## src/rtl/systolic_pe_param_if.sv

```systemverilog
// -----------------------------------------------------------------------------
// systolic_pe_param_if
// Sample/coefficient/result bundle for one systolic_pe_param stage.
//   master : drives in_valid, in_word, coef_we, coef_addr, coef_data;
//            observes in_ready, out_valid, out_word, frame_done, ovf.
//   slave  : the PE side (opposite directions).
// WORDLENGTH and IDXW must match the parameters of the PE it connects to.
// -----------------------------------------------------------------------------
interface systolic_pe_param_if #(
    parameter int WORDLENGTH = 16,
    parameter int IDXW       = 3
) ();
    logic                  in_valid;
    logic                  in_ready;
    logic [WORDLENGTH-1:0] in_word;
    logic                  coef_we;
    logic [IDXW-1:0]       coef_addr;
    logic [WORDLENGTH-1:0] coef_data;
    logic                  out_valid;
    logic [WORDLENGTH-1:0] out_word;
    logic                  frame_done;
    logic                  ovf;

    modport master (
        output in_valid, in_word, coef_we, coef_addr, coef_data,
        input  in_ready, out_valid, out_word, frame_done, ovf
    );

    modport slave (
        input  in_valid, in_word, coef_we, coef_addr, coef_data,
        output in_ready, out_valid, out_word, frame_done, ovf
    );
endinterface

```

## src/rtl/systolic_pe_param.sv

```systemverilog
// -----------------------------------------------------------------------------
// systolic_pe_param
// Systolic processing element: one multiply-accumulate per accepted sample
// against a row of TAPS runtime-loadable coefficients. The multiply is a
// sequential shift-add over magnitudes (WORDLENGTH cycles), sign applied at
// the end, product scaled by >>> FRAC. The partial sum restarts whenever the
// rotating tap index equals START_INDEX.
//
// Ports:
//   clk30x : sample-domain clock
//   reset  : synchronous, active-high
//   pe     : systolic_pe_param_if.slave
//            in_valid/in_ready/in_word     sample handshake
//            coef_we/coef_addr/coef_data   coefficient write port (any state)
//            out_valid                     one-cycle pulse, out_word updated
//            out_word                      partial/complete sum
//            frame_done                    with out_valid on the last tap of a row
//            ovf                           sticky overflow flag
//
// Build option: define SYSTOLIC_PE_SAT_EN to saturate product and sum and
// drive the sticky ovf flag; otherwise results wrap and ovf is tied to 0.
// -----------------------------------------------------------------------------
module systolic_pe_param #(
    parameter int WORDLENGTH  = 16,
    parameter int TAPS        = 8,
    parameter int IDXW        = 3,
    parameter int FRAC        = 14,
    parameter int START_INDEX = 0
) (
    input  logic               clk30x,
    input  logic               reset,
    systolic_pe_param_if.slave pe
);
    localparam int W2  = 2 * WORDLENGTH;
    localparam int CW  = $clog2(WORDLENGTH);
    localparam int MSB = WORDLENGTH - 1;
    localparam logic [IDXW-1:0] START     = IDXW'(START_INDEX);
    localparam logic [IDXW-1:0] LAST_TAP  = IDXW'(TAPS - 1);
    localparam logic [IDXW-1:0] FRAME_END = IDXW'((START_INDEX + TAPS - 1) % TAPS);
    localparam logic [CW-1:0]   LAST_STEP = CW'(WORDLENGTH - 1);

    typedef enum logic [1:0] {IDLE, MULT, ACC, OUT} state_t;

    state_t state, state_next;
    logic   ready, accept, step, acc_en, out_en;

    logic [WORDLENGTH-1:0] coef [TAPS];
    logic [IDXW-1:0]       idx, sel;
    logic [CW-1:0]         cnt;
    logic [W2-1:0]         mcand, prod_acc;
    logic [WORDLENGTH-1:0] mplier;
    logic                  neg;
    logic [WORDLENGTH-1:0] sum_q, out_word_q;
    logic                  frame_q, out_valid_q, frame_done_q;

    logic [WORDLENGTH-1:0] coef_sel, coef_mag, in_mag;
    logic signed [W2-1:0]  prod_full;
    logic [WORDLENGTH-1:0] prod_red, sum;

    // ---------------- FSM ----------------
    always_ff @(posedge clk30x) begin
        if (reset) state <= IDLE;
        else       state <= state_next;
    end

    always_comb begin
        state_next = state;
        ready      = 1'b0;
        accept     = 1'b0;
        step       = 1'b0;
        acc_en     = 1'b0;
        out_en     = 1'b0;
        case (state)
            IDLE: begin
                ready = !reset;
                if (pe.in_valid && !reset) begin
                    accept     = 1'b1;
                    state_next = MULT;
                end
            end
            MULT: begin
                step = 1'b1;
                if (cnt == LAST_STEP) state_next = ACC;
            end
            ACC: begin
                acc_en     = 1'b1;
                state_next = OUT;
            end
            OUT: begin
                out_en     = 1'b1;
                state_next = IDLE;
            end
            default: state_next = IDLE;
        endcase
    end

    // ---------------- coefficient bank ----------------
    always_ff @(posedge clk30x) begin
        if (reset) begin
            for (int unsigned i = 0; i < TAPS; i++) coef[i] <= '0;
        end else if (pe.coef_we && (int'(pe.coef_addr) < TAPS)) begin
            coef[pe.coef_addr] <= pe.coef_data;
        end
    end

    // Tap idx uses coefficient slot (idx - START_INDEX) mod TAPS.
    always_comb begin
        if (idx >= START) sel = idx - START;
        else              sel = idx + IDXW'(TAPS - START_INDEX);
        coef_sel = coef[sel];
        coef_mag = coef_sel[MSB] ? (~coef_sel + 1'b1) : coef_sel;
        in_mag   = pe.in_word[MSB] ? (~pe.in_word + 1'b1) : pe.in_word;
    end

    // ---------------- product reduction and accumulation ----------------
`ifdef SYSTOLIC_PE_SAT_EN
    logic signed [W2-1:0]   prod_shift;
    logic [WORDLENGTH:0]    sum_ext;
    logic                   clip;
    logic                   ovf_q;

    always_comb begin
        prod_full  = neg ? -$signed(prod_acc) : $signed(prod_acc);
        prod_shift = prod_full >>> FRAC;
        clip       = 1'b0;
        // Fits in WL bits only when all bits above the WL sign bit match it.
        if (prod_shift[W2-1:MSB] != {(W2-MSB){prod_shift[W2-1]}}) begin
            prod_red = prod_shift[W2-1] ? {1'b1, {MSB{1'b0}}} : {1'b0, {MSB{1'b1}}};
            clip     = 1'b1;
        end else begin
            prod_red = prod_shift[MSB:0];
        end
        if (idx == START) sum_ext = {prod_red[MSB], prod_red};
        else              sum_ext = {prod_red[MSB], prod_red} + {out_word_q[MSB], out_word_q};
        if (sum_ext[WORDLENGTH] != sum_ext[MSB]) begin
            sum  = sum_ext[WORDLENGTH] ? {1'b1, {MSB{1'b0}}} : {1'b0, {MSB{1'b1}}};
            clip = 1'b1;
        end else begin
            sum = sum_ext[MSB:0];
        end
    end

    always_ff @(posedge clk30x) begin
        if (reset)               ovf_q <= 1'b0;
        else if (acc_en && clip) ovf_q <= 1'b1;
    end

    assign pe.ovf = ovf_q;
`else
    always_comb begin
        prod_full = neg ? -$signed(prod_acc) : $signed(prod_acc);
        prod_red  = WORDLENGTH'(prod_full >>> FRAC);
        sum       = (idx == START) ? prod_red : prod_red + out_word_q;
    end

    assign pe.ovf = 1'b0;
`endif

    // ---------------- datapath registers ----------------
    always_ff @(posedge clk30x) begin
        if (reset) begin
            idx          <= '0;
            cnt          <= '0;
            mcand        <= '0;
            prod_acc     <= '0;
            mplier       <= '0;
            neg          <= 1'b0;
            sum_q        <= '0;
            frame_q      <= 1'b0;
            out_word_q   <= '0;
            out_valid_q  <= 1'b0;
            frame_done_q <= 1'b0;
        end else begin
            out_valid_q  <= out_en;
            frame_done_q <= out_en && frame_q;
            if (accept) begin
                cnt      <= '0;
                mcand    <= {{WORDLENGTH{1'b0}}, in_mag};
                mplier   <= coef_mag;
                prod_acc <= '0;
                neg      <= pe.in_word[MSB] ^ coef_sel[MSB];
            end
            if (step) begin
                if (mplier[0]) prod_acc <= prod_acc + mcand;
                mcand  <= mcand << 1;
                mplier <= mplier >> 1;
                cnt    <= cnt + 1'b1;
            end
            if (acc_en) begin
                sum_q   <= sum;
                frame_q <= (idx == FRAME_END);
                idx     <= (idx == LAST_TAP) ? '0 : idx + 1'b1;
            end
            // Result is staged in sum_q and published one cycle later so that
            // out_valid and out_word change together on the OUT edge.
            if (out_en) out_word_q <= sum_q;
        end
    end

    assign pe.in_ready   = ready;
    assign pe.out_valid  = out_valid_q;
    assign pe.out_word   = out_word_q;
    assign pe.frame_done = frame_done_q;
endmodule

```

## src/flat_wrapper.sv

```systemverilog
// flat-port wrapper written by rule: the top's interface ports become plain ports
module systolic_pe_param_flat 
#(
    parameter int WORDLENGTH  = 16,
    parameter int TAPS        = 8,
    parameter int IDXW        = 3,
    parameter int FRAC        = 14,
    parameter int START_INDEX = 0
)
  (clk30x, reset, pe_in_valid, pe_in_word, pe_coef_we, pe_coef_addr, pe_coef_data, pe_in_ready, pe_out_valid, pe_out_word, pe_frame_done, pe_ovf);
  systolic_pe_param_if #(.WORDLENGTH(WORDLENGTH), .IDXW(IDXW)) pe_i ();
  input  logic clk30x;
  input  logic reset;
  input wire logic [$bits(pe_i.in_valid)-1:0] pe_in_valid;
  input wire logic [$bits(pe_i.in_word)-1:0] pe_in_word;
  input wire logic [$bits(pe_i.coef_we)-1:0] pe_coef_we;
  input wire logic [$bits(pe_i.coef_addr)-1:0] pe_coef_addr;
  input wire logic [$bits(pe_i.coef_data)-1:0] pe_coef_data;
  output wire logic [$bits(pe_i.in_ready)-1:0] pe_in_ready;
  output wire logic [$bits(pe_i.out_valid)-1:0] pe_out_valid;
  output wire logic [$bits(pe_i.out_word)-1:0] pe_out_word;
  output wire logic [$bits(pe_i.frame_done)-1:0] pe_frame_done;
  output wire logic [$bits(pe_i.ovf)-1:0] pe_ovf;
  assign pe_i.in_valid = pe_in_valid;
  assign pe_i.in_word = pe_in_word;
  assign pe_i.coef_we = pe_coef_we;
  assign pe_i.coef_addr = pe_coef_addr;
  assign pe_i.coef_data = pe_coef_data;
  assign pe_in_ready = pe_i.in_ready;
  assign pe_out_valid = pe_i.out_valid;
  assign pe_out_word = pe_i.out_word;
  assign pe_frame_done = pe_i.frame_done;
  assign pe_ovf = pe_i.ovf;
  systolic_pe_param #(.WORDLENGTH(WORDLENGTH), .TAPS(TAPS), .IDXW(IDXW), .FRAC(FRAC), .START_INDEX(START_INDEX)) u_core (.clk30x(clk30x), .reset(reset), .pe(pe_i));
endmodule
```

## config.mk

```make
export PLATFORM = sky130hd
export DESIGN_NAME = systolic_pe_param_flat
export DESIGN_NICKNAME = d
export VERILOG_FILES = /design/src/rtl/systolic_pe_param_if.sv /design/src/rtl/systolic_pe_param.sv /design/src/flat_wrapper.sv
export SDC_FILE = /design/constraint.sdc
export NUM_CORES = 1
export LEC_CHECK = 0
export CORE_MARGIN = 2
export CORE_UTILIZATION = 25
export CTS_BUF_LIST = sky130_fd_sc_hd__clkbuf_8 sky130_fd_sc_hd__clkbuf_16
export DETAILED_ROUTE_END_ITERATION = 8
export PLACE_DENSITY_LB_ADDON = 0.1
export SLEW_MARGIN = 20
export SYNTH_ARGS = -nofsm -noshare
export SYNTH_HDL_FRONTEND = slang
export SYNTH_SLANG_ARGS = --single-unit
```

## constraint.sdc

```tcl
create_clock -name clk30x -period 4.5 [get_ports clk30x]
set_input_delay 0.9 -clock clk30x [delete_from_list [all_inputs] [get_ports clk30x]]
set_output_delay 0.9 -clock clk30x [all_outputs]
set_load 0.02 [all_outputs]
```

==> impl_metrics.env <==
export IMPL_std_cell_rows=85
export IMPL_coreArea_sq_um=54000
export IMPL_worst_pin_slew_ns=1.07
export IMPL_fp_dieH_um=238
export IMPL_clock_skew_ns=0.0194
export IMPL_regArea_sq_um=6330
export IMPL_seq_area_frac_synth_pct=46.2
export IMPL_ios=59
export IMPL_ant_nets=0
export IMPL_critPathRequiredTime_ns=4.97
export IMPL_dp_hpwl_um=25900
export IMPL_cts_made_buffers=31
export IMPL_setup_violations_final=0
export IMPL_layout_common_cells="and2_1 (132), edfxtp_1 (128), dfxtp_1 (123), nor2_1 (119), a21oi_1 (91)"
export IMPL_overflow=0
export IMPL_cp_end_kind="flop"
export IMPL_cts_root_buf="clkbuf_16"
export IMPL_fin_crit_ns=4.00
export IMPL_yosysUniqueCellTypes=75
export IMPL_drtPass1Iterations=4
export IMPL_postLayoutCoreUtil_pct=29.7
export IMPL_clkLatencyLatePin_ns=0.59
export IMPL_synth_top_cell_area_share_pct=28.1
export IMPL_final_common_cell="and2_1"
export IMPL_critPathCapture="u_core.sum_q[13]"
export IMPL_period_share_pct=89.0
export IMPL_crit_type="reg2reg"
export IMPL_n_antenna_cell=0
export IMPL_drive_above_1_share_pct=10.5
export IMPL_worstPathMaxFanout=4
export IMPL_reg2reg_to="u_core.sum_q[13]"
export IMPL_synth_ff_type="edfxtp_1"
export IMPL_die_area_sq_um=56700
export IMPL_max_freq_mhz=250
export IMPL_grt_max_degree=69
export IMPL_place_port_buffers=57
export IMPL_antenna_found_initial=0
export IMPL_tns_ns=0
export IMPL_drt_vias_per_instance=4.75
export IMPL_drv_cap=0
export IMPL_postSynthCellCount=1318
export IMPL_rsz0062_at_grt="false"
export IMPL_grt_pass1_vias=10283
export IMPL_cts_sinks=252
export IMPL_multiInputGateArea_sq_um=7020
export IMPL_cts_tree="done"
export IMPL_ctsLongestPathBuffers=3
export IMPL_track_usage_pct=14.0
export IMPL_arrival_ns=4.48
export IMPL_cts_resized=0
export IMPL_areaGrowthSynthToFinish_pct=17.1
export IMPL_start_kind="flop"
export IMPL_drc=0
export IMPL_yosysTopAreaCell="edfxtp_1"
export IMPL_power_leakage_nw=6.02
export IMPL_gp_congestion=0.782
export IMPL_avgRoutedWirePerCell_um=18.7
export IMPL_ys_seq_elements=252
export IMPL_status="completed"
export IMPL_synth_net_count=1415
export IMPL_synthesis_area_sq_um=13700
export IMPL_yosys_warnings=0
export IMPL_vias=9891
export IMPL_postSynth_asyncResetShare_pct=0
export IMPL_fin_nets=1466
export IMPL_wirelength_um=39000
export IMPL_path_clk_slew_ns=0.05
export IMPL_fillers=5624
export IMPL_synth_edf_count=128
export IMPL_ff2ff_setup_slack_ns=0.50
export IMPL_ir_drop_v=0.000328
export IMPL_p_per_area_nw_per_um2=422
export IMPL_r2r_cells=16
export IMPL_r2r_start="u_core.prod_acc[5]"
export IMPL_synthTopCellsByArea="edfxtp_1 (28%), dfxtp_1 (18%), and2_1 (6.0%)"
export IMPL_initialDrtViolationCount=470
export IMPL_grt_pass1_wl_um=61900
export IMPL_hold_viol_final=0
export IMPL_setup_worst_path_start="u_core.prod_acc[5]"
export IMPL_chipWidth_um=238
export IMPL_slew_viol_final=0
export IMPL_htree_levels=1
export IMPL_start_util_pct=25.3
export IMPL_slew_headroom_pct=28.9
export IMPL_synth_avg_cell_area_sq_um=10.4
export IMPL_min_path_type="reg2reg"
## metrics by stage
stage | instance area (sq um) | setup WS, ns | power (mW) | std cells | hold WS (ns)
finish | 16000 | 0.496 | 6.77 | 2083 | 0.459
global placement | 15100 | 0.311 | 4.56 | 2030 | 0.450
detailed placement | 15100 | 0.271 | 4.57 | 2030 | 0.458
global route | 16000 | 0.0354 | 7.19 | 2083 | 0.484
CTS | 16000 | 0.247 | 6.89 | 2081 | 0.464
floorplan | 13700 | 0.983 | 4.07 | 1318 | 0.429
## layer usage
layer / part of all wire (%) / up-vias / global-route usage [%]
li1: - / 4942 / -
met1: 46 / 4806 / 18.2
met2: 50 / 97 / 24.7
met3: 2.2 / 46 / 1.79
met4: 2.0 / 0 / 3.05
met5: 0 / - / 0
## worst max-delay path: stages (launching register included)
cell       delay (ns)
dfxtp_1          0.33
nor4_1           0.37
nand4_1          0.13
buf_4            0.18
o31ai_1          0.28
a21boi_0         0.42
nand2_1          0.11
xor2_1           0.18
ha_1             0.23
nor3_1           0.20
o2111ai_1        0.18
a221oi_1         0.40
o21ai_0          0.23
a31oi_1          0.24
xor2_1           0.17
o211ai_1         0.10
o211a_1          0.13
## sequential cells by signal (all words and copies together) (netlist names), named ones only
signal and count:
u_core.coef 128, u_core.mcand 30, u_core.prod_acc 30, u_core.mplier 16, u_core.pe.out_word 16, u_core.sum_q 16, u_core.cnt 4, u_core.idx 3
u_core.state 2, u_core.frame_q 1, u_core.neg 1, u_core.pe.frame_done 1, u_core.pe.out_valid 1
## logic make-up (layout without fill, tap and decap cells)
| family | count (synthesis) | in the layout | synth area share (%) |
|---|---|---|---|
| AND/OR/NAND/NOR | 470 | 470 | 17.8 |
| AO/OA/AOI/OAI | 291 | 291 | 14.3 |
| flip-flops | 252 | 252 | 46.2 |
| buffers and inverters | 99 | 168 | 3.14 |
| multiplexers | 78 | 78 | 8.80 |
| XOR/XNOR | 69 | 69 | 4.41 |
| adder cells (fa/ha/maj) | 58 | 58 | 5.41 |
| other | 1 | 1 | 0.0274 |
## power breakdown
group / leakage [nW] / switching, mW / internal, mW
Sequential: 2.23 / 0.156 / 2.66
Clock: 0.476 / 0.991 / 1.29
Combinational: 3.31 / 1.01 / 0.666
Total: 6.02 / 2.15 / 4.61
## cell type report
class,count,share of cell area [%]
Inverter,27,0.632
Multi-Input combinational cell,967,43.7
Sequential cell,252,39.4
Clock buffer,31,4.84
Clock inverter,20,0.749
Tap cell,696,5.43
Timing Repair Buffer,90,5.16
## synth_stat cells, types with 6 or more instances
cell and count:
and2_1 131, edfxtp_1 128, dfxtp_1 124, nor2_1 121, a21oi_1 91, nand2_1 66, ha_1 56, clkbuf_1 50
o21ai_0 43, mux2i_1 38, xor2_1 35, xnor2_1 34, mux4_2 32, nor3_1 32, nand3_1 30, inv_1 25
a211oi_1 24, and3_1 22, a21o_1 19, a31oi_1 13, nor2b_1 12, a22o_1 11, buf_1 11, o211ai_1 11
or3_1 11, o31ai_1 9, or2_2 9, o211a_1 8, o21a_1 8, a221oi_1 7, nand4_1 7, nor4_1 7
buf_2 6, mux2_2 6, o2111ai_1 6
## worst min path at each step
stage,from,cells past startpoint,end
floorplan,u_core.frame_q,1,u_core.pe.frame_done
global placement,u_core.mplier[2],2,u_core.mplier[1]
detailed placement,u_core.mplier[3],2,u_core.mplier[2]
CTS,u_core.mplier[2],2,u_core.mplier[1]
global route,u_core.mplier[3],2,u_core.mplier[2]
finish,u_core.mplier[2],2,u_core.mplier[1]
## what timing repair did
| action | in CTS | in global routing |
|---|---|---|
| setup buffers | 0 | 2 |
| hold buffers | 0 | 0 |
| endpoints found under the setup margin | 0 | 3 |
Note: power is estimated with default switching activity, not from simulation.
